--- src/rtl/mdu_pkg.sv ---
// Shared definitions for the multiply-unit issue controller: op codes, FSM states,
// the supported-op test and the value reported when the unit times out.
package mdu_pkg;

    localparam int DATA_W = 32;
    localparam int OP_W   = 8;
    localparam int RD_W   = 5;

    localparam logic [OP_W-1:0] OP_NOP   = 8'h00;
    localparam logic [OP_W-1:0] OP_MUL   = 8'h01;
    localparam logic [OP_W-1:0] OP_MULH  = 8'h02;
    localparam logic [OP_W-1:0] OP_MULHU = 8'h03;

    localparam logic [DATA_W-1:0] TIMEOUT_RESULT = 32'hDEAD_BEEF;

    typedef enum logic [1:0] {
        ST_IDLE,
        ST_WAIT,
        ST_HOLD,
        ST_DRAIN
    } mdu_state_e;

    function automatic logic op_supported(input logic [OP_W-1:0] op);
        return (op == OP_MUL) || (op == OP_MULH) || (op == OP_MULHU);
    endfunction

endpackage

--- src/rtl/mdu_wdog.sv ---
// Watchdog counter for the issue controller: counts cycles spent waiting on the unit
// and flags expiry on the TIMEOUT_CYCLES-th cycle. Only built when MDU_TIMEOUT_EN is set.
module mdu_wdog #(
    parameter int TIMEOUT_CYCLES = 63
) (
    input  logic clk,
    input  logic rst,
    input  logic restart,
    input  logic run,
    output logic expired
);

    localparam int CNT_W = $clog2(TIMEOUT_CYCLES + 1);

    logic [CNT_W-1:0] cnt;

    always_ff @(posedge clk) begin
        if (rst) begin
            cnt <= '0;
        end else if (restart) begin
            cnt <= '0;
        end else if (run) begin
            cnt <= cnt + CNT_W'(1);
        end
    end

    // cnt holds the number of completed waiting cycles, so the N-th cycle sees N-1.
    assign expired = run && (cnt == CNT_W'(TIMEOUT_CYCLES - 1));

endmodule

--- src/rtl/mdu_issue_ctrl.sv ---
// Issue/handshake controller between the EX stage and a multi-cycle multiply unit.
// Define MDU_TIMEOUT_EN to build the WAIT/DRAIN watchdog (mdu_wdog).
module mdu_issue_ctrl
    import mdu_pkg::*;
#(
    parameter int TIMEOUT_CYCLES = 63
) (
    input  logic              clk,
    input  logic              rst,
    input  logic              in_valid,
    output logic              in_ready,
    input  logic [OP_W-1:0]   in_op,
    input  logic [DATA_W-1:0] in_a,
    input  logic [DATA_W-1:0] in_b,
    input  logic [RD_W-1:0]   in_rd,
    input  logic              flush,
    output logic [OP_W-1:0]   fu_op,
    output logic [DATA_W-1:0] fu_a,
    output logic [DATA_W-1:0] fu_b,
    input  logic              fu_done,
    input  logic [DATA_W-1:0] fu_result,
    output logic              out_valid,
    input  logic              out_ready,
    output logic [DATA_W-1:0] out_result,
    output logic [RD_W-1:0]   out_rd,
    output logic              busy,
    output logic              timeout_err
);

    mdu_state_e state;
    logic       accept;
    logic       wd_expired;

    // A request is taken when idle or when the held result leaves this same cycle.
    assign in_ready = !flush && ((state == ST_IDLE) || ((state == ST_HOLD) && out_ready));
    assign accept   = in_valid && in_ready;
    assign busy     = (state != ST_IDLE);

`ifdef MDU_TIMEOUT_EN
    logic wd_restart;
    logic wd_run;

    assign wd_run     = (state == ST_WAIT) || (state == ST_DRAIN);
    assign wd_restart = (accept && op_supported(in_op)) ||
                        ((state == ST_WAIT) && flush && !fu_done);

    mdu_wdog #(
        .TIMEOUT_CYCLES(TIMEOUT_CYCLES)
    ) u_wdog (
        .clk     (clk),
        .rst     (rst),
        .restart (wd_restart),
        .run     (wd_run),
        .expired (wd_expired)
    );
`else
    logic unused_timeout_cfg;

    assign unused_timeout_cfg = (TIMEOUT_CYCLES != 0);
    assign wd_expired         = 1'b0;
`endif

    always_ff @(posedge clk) begin
        if (rst) begin
            state       <= ST_IDLE;
            fu_op       <= OP_NOP;
            fu_a        <= '0;
            fu_b        <= '0;
            out_valid   <= 1'b0;
            out_result  <= '0;
            out_rd      <= '0;
            timeout_err <= 1'b0;
        end else begin
            case (state)
                ST_IDLE, ST_HOLD: begin
                    if (flush) begin
                        state     <= ST_IDLE;
                        out_valid <= 1'b0;
                    end else if (accept) begin
                        out_rd <= in_rd;
                        if (op_supported(in_op)) begin
                            state     <= ST_WAIT;
                            fu_op     <= in_op;
                            fu_a      <= in_a;
                            fu_b      <= in_b;
                            out_valid <= 1'b0;
                        end else begin
                            state      <= ST_HOLD;
                            out_result <= '0;
                            out_valid  <= 1'b1;
                        end
                    end else if ((state == ST_HOLD) && out_ready) begin
                        state     <= ST_IDLE;
                        out_valid <= 1'b0;
                    end
                end

                ST_WAIT: begin
                    // A flush landing on the completion cycle has nothing left to drain.
                    if (fu_done) begin
                        fu_op <= OP_NOP;
                        if (flush) begin
                            state <= ST_IDLE;
                        end else begin
                            state      <= ST_HOLD;
                            out_result <= fu_result;
                            out_valid  <= 1'b1;
                        end
                    end else if (flush) begin
                        state <= ST_DRAIN;
                        fu_op <= OP_NOP;
                    end else if (wd_expired) begin
                        state       <= ST_HOLD;
                        fu_op       <= OP_NOP;
                        out_result  <= TIMEOUT_RESULT;
                        out_valid   <= 1'b1;
                        timeout_err <= 1'b1;
                    end
                end

                ST_DRAIN: begin
                    if (fu_done) begin
                        state <= ST_IDLE;
                    end else if (wd_expired) begin
                        state       <= ST_IDLE;
                        timeout_err <= 1'b1;
                    end
                end

                default: begin
                    state <= ST_IDLE;
                end
            endcase
        end
    end

endmodule

--- config.mk ---
export PLATFORM = sky130hd
export DESIGN_NAME = mdu_issue_ctrl
export DESIGN_NICKNAME = d
export VERILOG_FILES = /design/src/rtl/mdu_pkg.sv /design/src/rtl/mdu_wdog.sv /design/src/rtl/mdu_issue_ctrl.sv
export SDC_FILE = /design/constraint.sdc
export NUM_CORES = 1
export LEC_CHECK = 0
export BUFFER_PORTS_ARGS = -buffer_cell sky130_fd_sc_hd__buf_2
export CORE_MARGIN = 5
export CORE_UTILIZATION = 49
export DETAILED_ROUTE_END_ITERATION = 10
export HOLD_SLACK_MARGIN = 0.03
export PLACE_DENSITY = 0.92
export SYNTH_ARGS = -nofsm -noshare
export SYNTH_HDL_FRONTEND = slang
export SYNTH_HIERARCHICAL = 1
export SYNTH_SLANG_ARGS = --single-unit
--- constraint.sdc ---
create_clock -name clk -period 3.8 [get_ports clk]
set_input_delay 0.19 -clock clk [delete_from_list [all_inputs] [get_ports clk]]
set_output_delay 0.19 -clock clk [all_outputs]
set_load 0.03 [all_outputs]
After elaboration in Yosys (flattened, before gate mapping)
Cells that the tools add are included.
{"block": "classes", "eq_ne": 15, "mux": 28, "n_bitwise": 1, "reduce_logical": 17}
{"op": "$mux W32", "n": 5}
{"op": "$pmux W32 S2", "n": 1}
{"op": "$mux W8", "n": 5}
{"op": "$eq A8 B2 Y1 const B", "n": 2}
{"op": "$mux W2", "n": 8}
{"op": "$pmux W8 S2", "n": 1}
{"op": "$ne A2 B2 Y1 const B", "n": 7}
{"op": "$eq A8 B1 Y1 const B", "n": 1}
{"op": "$reduce_and A4 Y1", "n": 2}
{"op": "$mux W1", "n": 6}
{"op": "$pmux W2 S3", "n": 1}
{"op": "$reduce_and A3 Y1", "n": 2}
{"op": "$reduce_and A6 Y1", "n": 1}
{"op": "$reduce_and A5 Y1", "n": 1}
{"op": "$eq A2 B2 Y1 const B", "n": 2}
{"op": "$ne A4 B4 Y1 const B", "n": 1}
{"op": "$reduce_bool A2 Y1", "n": 2}
{"op": "$logic_and A1 B1 Y1", "n": 3}
{"op": "$logic_or A1 B1 Y1", "n": 3}
{"op": "$ne A3 B3 Y1 const B", "n": 1}
{"op": "$eq A2 B1 Y1 const B", "n": 1}
{"op": "$logic_not A2 Y1", "n": 1}
{"op": "$pmux W1 S2", "n": 1}
{"op": "$reduce_or A2 Y1", "n": 1}
{"op": "other kinds (2)", "n": 2}
{"block": "totals", "register_bits": 112, "inputBits": 115}

Longest topological paths before layout
Gate-level depths: netlist (run 1).
{"block": "depth", "word_depth": 8, "depth_mapped": 7}

Worst setup path after synthesis (run 1)
Ideal clock, no wire load.
{"block": "synth_path", "kind": "input to register", "from": "input port in_op[4]", "to": "register fu_a[31]", "setup_ns": 0.132, "arrival_time_ns": 1.515, "path_slack_ns": 2.153, "path_stages": 6, "n_path_buf": 2, "path_cell_list": "or4_4 or3_1 buf_6 buf_6 o21ai_1 a21oi_1"}
{"block": "synth_via", "elab_chain_cells": 4, "elab_cells_between_ends": 6, "classes_between": "3 x eq/ne; 3 x reduce/logical"}
{"element": "start: declaration", "line_no": "mdu_issue_ctrl.sv:12", "rtl": "input logic [OP_W-1:0] in_op,"}
{"element": "$eq A8 B1 Y1 or $eq A8 B2 Y1 (tied branches)", "line_no": "mdu_pkg.sv:24", "rtl": "return (op == OP_MUL) || (op == OP_MULH) || (op == OP_MULHU);"}
{"element": "$logic_or A1 B1 Y1", "line_no": "mdu_pkg.sv:24"}
{"element": "$logic_or A1 B1 Y1 (*)", "line_no": "mdu_pkg.sv:24"}
{"element": "$reduce_and A4 Y1 (no line) (*)"}
{"element": "end signal: assignment", "line_no": "mdu_issue_ctrl.sv:84", "rtl": "fu_a <= in_a;"}
{"element": "end: declaration", "line_no": "mdu_issue_ctrl.sv:18", "rtl": "output logic [DATA_W-1:0] fu_a,"}
Every way passes the cells marked *; elsewhere a longest branch is shown, timed or not.
A chain may end at the register's enable or synchronous reset.

Worst setup path in the final report (run 1)
{"block": "layout_path", "from": "register state[0]", "to": "register fu_a[21]"}
{"block": "layout_via", "elab_chain_cells": 6, "elab_cells_between_ends": 8, "classes_between": "1 x eq/ne; 7 x reduce/logical"}
{"element": "start: declaration", "line_no": "mdu_issue_ctrl.sv:30", "rtl": "mdu_state_e state;"}
{"element": "start signal: assignment", "line_no": "mdu_issue_ctrl.sv:65", "rtl": "state <= ST_IDLE;"}
{"element": "start signal: assignment", "line_no": "mdu_issue_ctrl.sv:77", "rtl": "state <= ST_IDLE;"}
{"element": "start signal: assignment", "line_no": "mdu_issue_ctrl.sv:82", "rtl": "state <= ST_WAIT;"}
{"element": "$eq A2 B2 Y1", "line_no": "mdu_issue_ctrl.sv:35, mdu_issue_ctrl.sv:74"}
{"element": "$logic_and A1 B1 Y1", "line_no": "mdu_issue_ctrl.sv:35", "rtl": "assign in_ready = !flush && ((state == ST_IDLE) || ((state == ST_HOLD) && out_ready));"}
{"element": "$logic_or A1 B1 Y1", "line_no": "mdu_issue_ctrl.sv:35"}
{"element": "$logic_and A1 B1 Y1", "line_no": "mdu_issue_ctrl.sv:35"}
{"element": "$logic_and A1 B1 Y1", "line_no": "mdu_issue_ctrl.sv:36", "rtl": "assign accept = in_valid && in_ready;"}
{"element": "$reduce_and A4 Y1 (no line) (*)"}
Marks and branches as above.

==> results.toml, run 1 <==
[global_routing]
grt_start_max_net_pins = 70
antenna_found_initial = 0
met3_usage_pct = 7.10
grt_pass1_vias = 4226
gr-usage-met1_pct = 26.2
busiest_layer = "met2"
gr-total-overflow = 0
use_met2_pct = 37.8
track_usage_pct = 22.1
grt_pass1_wl_mm = 20.4

[routing]
num_vias = 4443
wirelength_mm = 12.8
routedWlPerCell_um = 15.4
first_pass_iters = 5
avgViaCountPerCell = 5.38
drc = 0
ant_nets = 0
drt_iter0_drc = 239

[timing]
period_minus_slack_ps = 2350
rsz0062_at_grt = "false"
fin_worst_skew_ps = 13.8
period_share_pct = 61.9
drv_slew = 0
max_slew_margin_pct = 18.9
hold_viol_final = 0
fmax_mhz = 425
tns_ps = 0
worst_pin_slew_ps = 1220
setup_viol = 0

[critical_path]
reg2reg_slack_ps = 1450
crit_start = "state[0]"
startpoint_type = "register"
path_class = "reg2reg"
r2r_start = "state[0]"
crit_end = "fu_a[21]"
crit_fanout = 43
cp.arrival_ps = 2640
ff2ff_path_depth = 5
reg2reg_to = "fu_a[21]"
worst_setup_path_end_kind = "register"
required_ps = 4090

[synthesis]
synthDistinctLibCells = 32
synth_top_area_share_pct = 49.7
synth.area.top_cells = "dfxtp_1 (50%), a21oi_1 (8.3%), mux2i_1 (7.1%)"
synth_nets = 633
syn_area_um2 = 4510
ys_ff_latch = 112
synth_warnings = 6
yosys.area.top_type = "dfxtp_1"
syn-instance-count = 518
syn_area_per_cell_um2 = 8.71
ys_seq_area_share_pct = 49.7

[layout]
antenna_cells = 0
register_area_um2 = 2240
area_delta_synth_final_pct = 27.4
n_fill_cell = 762
mostFrequentLayoutCells = "buf_2 (226), dfxtp_1 (112), a21oi_1 (75)"
drive_above_1_share_pct = 35.9
final_common_cell = "buf_2"
multiInputGateArea_um2 = 2010
final_nets = 825

[placement]
port_buffers = 226
hpwl_mm = 9.26
gp_congestion = 0.826

[pwr]
irDropWorstVdd_mv = 0.211
power_mw = 2.01
leakage_nw = 2.50
power.density_nw_per_um2 = 349

[clock_tree]
clk_latency_ps = 350
cts_buffer_depth = 2
cts_tree = "done"
cts_setup_buffers = 0
postCtsResizedCells = 0
cts_root_buffer = "clkbuf_8"
cts.clk_slew.worst_paths_ps = 110
cts_buffers = 9
htreeDepth = 3
clock_sinks = 112
holdBufCountCts = 0

[floorplan]
coreArea_um2 = 9110
initial_core_util_pct = 49.5
floorplan.die_area_um2 = 11200
boundaryPins = 228
die_x_um = 106
std_cell_rows = 35
die_y_um = 106

[run]
cap_violations = 0

[hold_path]
holdCritPathClass = "in2reg"

[status]
status = "finished clean"
==> per-stage QoR <==
stage | area (um^2) | worst slack, ps | hold slack (ps) | utilization (%) | std cells
final | 5750 | 1450 | 64.0 | 63.1 | 826
after CTS | 5750 | 1460 | 42.9 | 63.1 | 826
after floorplan | 4510 | 2150 | 326 | - | 518
after global routing | 5750 | 1210 | 33.6 | 63.1 | 826
after global placement | 5570 | 1430 | 431 | 61.1 | 810
after detailed placement | 5570 | 1390 | 443 | 61.1 | 810
==> per-layer routing <==
layer	vias up	wire length (um)
li1	2167	-
met1	2071	5070
met2	189	6320
met3	16	1190
met4	0	185
met5	-	0
==> how the worst min path moves through the flow <==
stage,from,endpoint,slack (ps),cells after the start
after detailed placement,in_rd[0],out_rd[0],440,3
after global placement,in_rd[3],out_rd[3],430,3
after floorplan,in_rd[0],out_rd[0],330,2
after global routing,fu_result[16],out_result[16],30,3
after CTS,fu_result[16],out_result[16],40,3
final,fu_result[16],out_result[16],60,3
==> flip-flops by register name, summed over array words and instances, names as in the netlist <==
signal      flops
fu_a           32
fu_b           32
out_result     32
fu_op           8
out_rd          5
state           2
out_valid       1
==> report_power, final <==
group | switching, mW | internal [mW] | leakage [nW]
clock network | 0.391 | 0.262 | 0.0939
registers | 0.00325 | 1.18 | 0.903
logic | 0.100 | 0.0728 | 1.51
total | 0.494 | 1.51 | 2.50
==> cells in the mapped netlist (all sizes together) <==
library cell  number
o22ai              1
a22oi              1
or4                1
or3                2
inv                2
o31ai              2
o31a               1
nor2               4
or2                2
nor3               2
mux2i             32
nand2b            38
and2               7
nand4              2
clkbuf            30
o21ba              1
buf               20
nor3b              2
dfxtp            112
a311oi             1
nand2             45
a2bb2oi            1
nand3b             1
nand3             64
o21ai             68
a21oi             75
conb               1
==> cells by family (layout without fill, tap and decap cells) <==
kind of cell,after synthesis,after routing,share of synthesized area (%)
and+or+nand+nor,170,170,19.4
muxes,32,32,7.10
other,1,1,0.0831
buffers and inverters,52,249,6.27
DFF,112,112,49.7
AOI/OAI and AO/OA,151,151,17.4
==> critical path: stages (launching register included) <==
cell	delay, ps
dfxtp_1	430
nor3b_2	350
and2_2	760
buf_4	430
nand3_1	130
a21oi_1	190
==> cell type report <==
class                           instances  area share (%)
Multi-Input combinational cell        354            35.0
Clock buffer                           11            2.46
Sequential cell                       112            39.0
Inverter                                2           0.131
Tap cell                              111            2.42
Clock inverter                          5           0.697
Timing Repair Buffer                  231            20.3
Power figures use the tool's default switching activity.
==> run 2, diff against run 1 <==
--- a/config.mk
+++ b/config.mk
@@ -7,10 +7,10 @@
 export LEC_CHECK = 0
 export BUFFER_PORTS_ARGS = -buffer_cell sky130_fd_sc_hd__buf_2
 export CORE_MARGIN = 5
-export CORE_UTILIZATION = 49
+export CORE_UTILIZATION = 46
 export DETAILED_ROUTE_END_ITERATION = 10
 export HOLD_SLACK_MARGIN = 0.03
-export PLACE_DENSITY = 0.92
+export PLACE_DENSITY = 0.88
 export SYNTH_ARGS = -nofsm -noshare
 export SYNTH_HDL_FRONTEND = slang
 export SYNTH_HIERARCHICAL = 1
==> constraint.sdc (replaced) <==
create_clock -name clk -period 2.25 [get_ports clk]
set_input_delay 0.1125 -clock clk [delete_from_list [all_inputs] [get_ports clk]]
set_output_delay 0.1125 -clock clk [all_outputs]
set_load 0.03 [all_outputs]
==> results.toml, run 2 (synthesis results as in run 1) <==
[status]
status = "finished clean"

[routing]
ant_nets = 0
routedWlPerCell_um = 17.1
wirelength_mm = 16.4
avgViaCountPerCell = 5.33
drc = 0
first_pass_iters = 5
num_vias = 5097
drt_iter0_drc = 498

[global_routing]
gr-total-overflow = 0
grt_pass1_wl_mm = 25.1
grt_pass1_vias = 5088
grt_start_max_net_pins = 66
antenna_found_initial = 0
track_usage_pct = 26.6

[critical_path]
crit_fanout = 64
cp.arrival_ps = 2190
required_ps = 2510
reg2reg_slack_ps = 330
startpoint_type = "register"
path_class = "reg2reg"
worst_setup_path_end_kind = "register"

[timing]
max_slew_margin_pct = 64.3
period_share_pct = 85.4
setup_viol = 0
drv_slew = 0
period_minus_slack_ps = 1920
hold_ws_ps = 62.1
fmax_mhz = 520
rsz0062_at_grt = "false"
hold_viol_final = 0
fin_worst_skew_ps = 11.7
worst_pin_slew_ps = 535
tns_ps = 0

[floorplan]
boundaryPins = 228
die_x_um = 109
floorplan.die_area_um2 = 11900
std_cell_rows = 36
die_y_um = 109
coreArea_um2 = 9680
initial_core_util_pct = 46.6

[clock_tree]
cts.clk_slew.worst_paths_ps = 100
cts_tree = "done"
htreeDepth = 3
cts_buffer_depth = 2
postCtsResizedCells = 0
cts_root_buffer = "clkbuf_8"
clk_latency_ps = 360
clock_sinks = 112
cts_buffers = 9

[placement]
gp_congestion = 0.724
hpwl_mm = 9.52
port_buffers = 226

[hold_path]
holdCritPathClass = "in2reg"

[pwr]
leakage_nw = 3.00
irDropWorstVdd_mv = 0.355
power.density_nw_per_um2 = 555

[layout]
drive_above_1_share_pct = 32.0
area_delta_synth_final_pct = 54.2
final_common_cell = "buf_2"
mostFrequentLayoutCells = "buf_2 (226), dfxtp_1 (112), dlygate4sd3_1 (103)"
top_regs = "fu_a (32), fu_b (32), out_result (32)"
n_fill_cell = 666
final_nets = 933

[run]
cap_violations = 0
[run 2: stage by stage]
stage               instance area (um^2)  worst slack, ps  util (%)  cells  power (mW)
global route                        6960              223      71.8    956        4.01
floorplan                           4510              680         -    518        2.20
global placement                    5680              371      58.7    837        2.34
CTS                                 6950              410      71.7    955        3.88
finish                              6960              328      71.9    957        3.86
detailed placement                  5680              346      58.7    837        2.34
[run 2: path summary, 6_finish.rpt]
path,cells after the start,endpoint,start
min,2,out_rd[4],rst
min reg2reg,2,out_rd[0],out_rd[0]
max reg2reg,5,fu_b[24],state[0]
max,5,fu_b[24],state[0]
[run 2: metal layers]
| layer | share of wire (%) | track usage, % | wire [um] | vias up |
|---|---|---|---|---|
| met2 | 49 | 46.7 | 8060 | 297 |
| met3 | 10 | 8.05 | 1640 | 54 |
| met4 | 3.2 | 11.2 | 527 | 0 |
| met5 | 0 | 0 | 0 | - |
| li1 | - | - | - | 2382 |
| met1 | 38 | 29.6 | 6150 | 2364 |
[run 2: where the power goes]
group          switching, mW  internal, mW  total (mW)  leakage [nW]
Sequential           0.00530          1.99        1.99         0.903
Combinational          0.209         0.248       0.456          1.98
Clock                  0.670         0.742        1.41         0.119
[run 2: worst max-delay path, stage by stage, from the launching register on]
cell and delay [ps]:
dfxtp_1 420, nor3b_2 370, and2_2 360, buf_12 310
nand3_1 160, a21oi_1 200
[run 2: layout make-up]
class	instances	area, um^2	share of cell area, %
Multi-Input combinational cell	354	2010	28.9
Clock buffer	9	124	1.78
Clock inverter	7	120	1.73
Sequential cell	112	2240	32.2
Timing Repair Buffer	339	2290	32.9
Antenna cell	1	2.50	0.0360
Inverter	2	7.51	0.108
Tap cell	133	166	2.39
[run 2: what timing repair did]
action                                 in CTS  in global routing
hold buffers                              102                  1
buffers inserted                            0                  0
endpoints found under the hold margin     102                  1
==> run 3, diff against run 2 <==
--- a/config.mk
+++ b/config.mk
@@ -10,7 +10,8 @@
 export CORE_UTILIZATION = 46
 export DETAILED_ROUTE_END_ITERATION = 10
 export HOLD_SLACK_MARGIN = 0.03
-export PLACE_DENSITY = 0.88
+export MAX_ROUTING_LAYER = met4
+export PLACE_DENSITY = 0.92
 export SYNTH_ARGS = -nofsm -noshare
 export SYNTH_HDL_FRONTEND = slang
 export SYNTH_HIERARCHICAL = 1
==> results.toml, run 3 (synthesis results as in run 1) <==
[status]
status = "finished clean"

[critical_path]
path_class = "reg2reg"
worstPathCellList = "nand2b_1 > nor2_2 > buf_4 > nand2_1 > mux2i_1"
critPathTopFamily = "simple AND/OR/NAND/NOR gates"
crit_start = "state[0]"
path_buf_inv = 1
r2r_start = "state[0]"
cp.arrival_ps = 2110
crit_fanout = 32
worst_setup_path_end_kind = "register"
slowest_stage = "dfxtp_1"
required_ps = 2520
startpoint_type = "register"
slowest_delay_ps = 540

[hold_path]
hold_path.startpoint = "in_b[20]"
holdCritPathClass = "in2reg"

[routing]
ant_nets = 0
drt_iter0_drc = 436
drc = 0
avgViaCountPerCell = 5.39
wirelength_mm = 16.4
num_vias = 5152
first_pass_iters = 5
routedWlPerCell_um = 17.1

[layout]
top_regs = "fu_a (32), fu_b (32), out_result (32)"
n_fill_cell = 673
final_nets = 933
antenna_cells = 0
fin_area_um2 = 6940
mostFrequentLayoutCells = "buf_2 (226), dfxtp_1 (112), dlygate4sd3_1 (102)"
final_common_cell = "buf_2"
drive_above_1_share_pct = 32.1
stdcell_count = 956
area_delta_synth_final_pct = 53.7

[clock_tree]
cts_buffers = 9
clk_latency_ps = 350
cts_buffer_depth = 2
cts_setup_buffers = 0
cts.clk_slew.worst_paths_ps = 110
clock_sinks = 112
htreeDepth = 3
cts_tree = "done"
cts_root_buffer = "clkbuf_8"

[timing]
period_share_pct = 82.0
tns_ps = 0
max_slew_margin_pct = 65.5
rsz0062_at_grt = "false"
fmax_mhz = 542
worst_pin_slew_ps = 517
hold_viol_final = 0
setup_viol = 0
period_minus_slack_ps = 1840
fin_worst_skew_ps = 12.0
setup_ws_ps = 405
drv_slew = 0

[floorplan]
initial_core_util_pct = 46.6
die_x_um = 109
coreArea_um2 = 9680
boundaryPins = 228
die_y_um = 109
floorplan.die_area_um2 = 11900
std_cell_rows = 36

[placement]
hpwl_mm = 9.18
gp_congestion = 0.817
dp_cells = 838
port_buffers = 226
post-place-ws_ps = 338
placed_area_um2 = 5690

[global_routing]
grt_start_max_net_pins = 66
use_met2_pct = 45.5
met3_usage_pct = 8.05
busiest_layer = "met2"
grt_pass1_wl_mm = 24.7
antenna_found_initial = 0
track_usage_pct = 27.1
gr-total-overflow = 0
grt_pass1_vias = 5146
gr-usage-met1_pct = 27.5

[run]
cap_violations = 0

[pwr]
power.density_nw_per_um2 = 547
leakage_nw = 2.99
irDropWorstVdd_mv = 0.456
[run 3: cell types whose count changed in the layout (fill, tap and decap cells not counted), sizes merged]
cell | before | now
clkinv | 3 | 1
inv | 2 | 5
dlygate4sd3 | 103 | 102
diode | 1 | 0
bufinv | 3 | 2
buf | 236 | 237
[run 3: worst paths after layout]
kind,endpoint,cells after the start,slack [ps]
min reg2reg,out_rd[1],2,460
min,fu_b[20],3,110
max reg2reg,out_result[7],5,410
max,out_result[7],5,410
[run 3: cell type report]
cell class / count / area (um^2) / area share, %
Inverter: 2 / 7.51 / 0.108
Tap cell: 133 / 166 / 2.40
Clock inverter: 7 / 101 / 1.46
Clock buffer: 9 / 124 / 1.79
Timing Repair Buffer: 339 / 2280 / 32.9
Multi-Input combinational cell: 354 / 2010 / 29.0
Sequential cell: 112 / 2240 / 32.3
[run 3: metrics by stage]
step | power [mW] | hold slack (ps) | utilization (%)
after floorplan | 2.20 | 249 | -
after global placement | 2.35 | 356 | 58.7
after detailed placement | 2.35 | 361 | 58.7
after CTS | 3.81 | 30.0 | 71.6
after global routing | 3.93 | 91.4 | 71.6
final | 3.80 | 107 | 71.6
[run 3: worst reg2reg max path: stages, from the launching register on]
cell	delay, ps
dfxtp_1	540
nand2b_1	280
nor2_2	180
buf_4	340
nand2_1	180
mux2i_1	240
[run 3: where the power goes]
part,internal (mW),switching [mW]
clock,0.642,0.699
sequential,1.99,0.00503
combinational,0.248,0.212
total,2.88,0.917
[run 3: routing by layer]
layer | wire (um) | vias to the layer above
li1 | - | 2394
met3 | 1490 | 89
met2 | 8130 | 345
met1 | 5820 | 2324
met4 | 937 | 0
met5 | 0 | -
[run 3: repair_timing]
item | 4_1_cts | 5_1_grt
hold buffers | 102 | 0
resized for setup | 0 | 0
endpoints found under the hold margin | 102 | 0
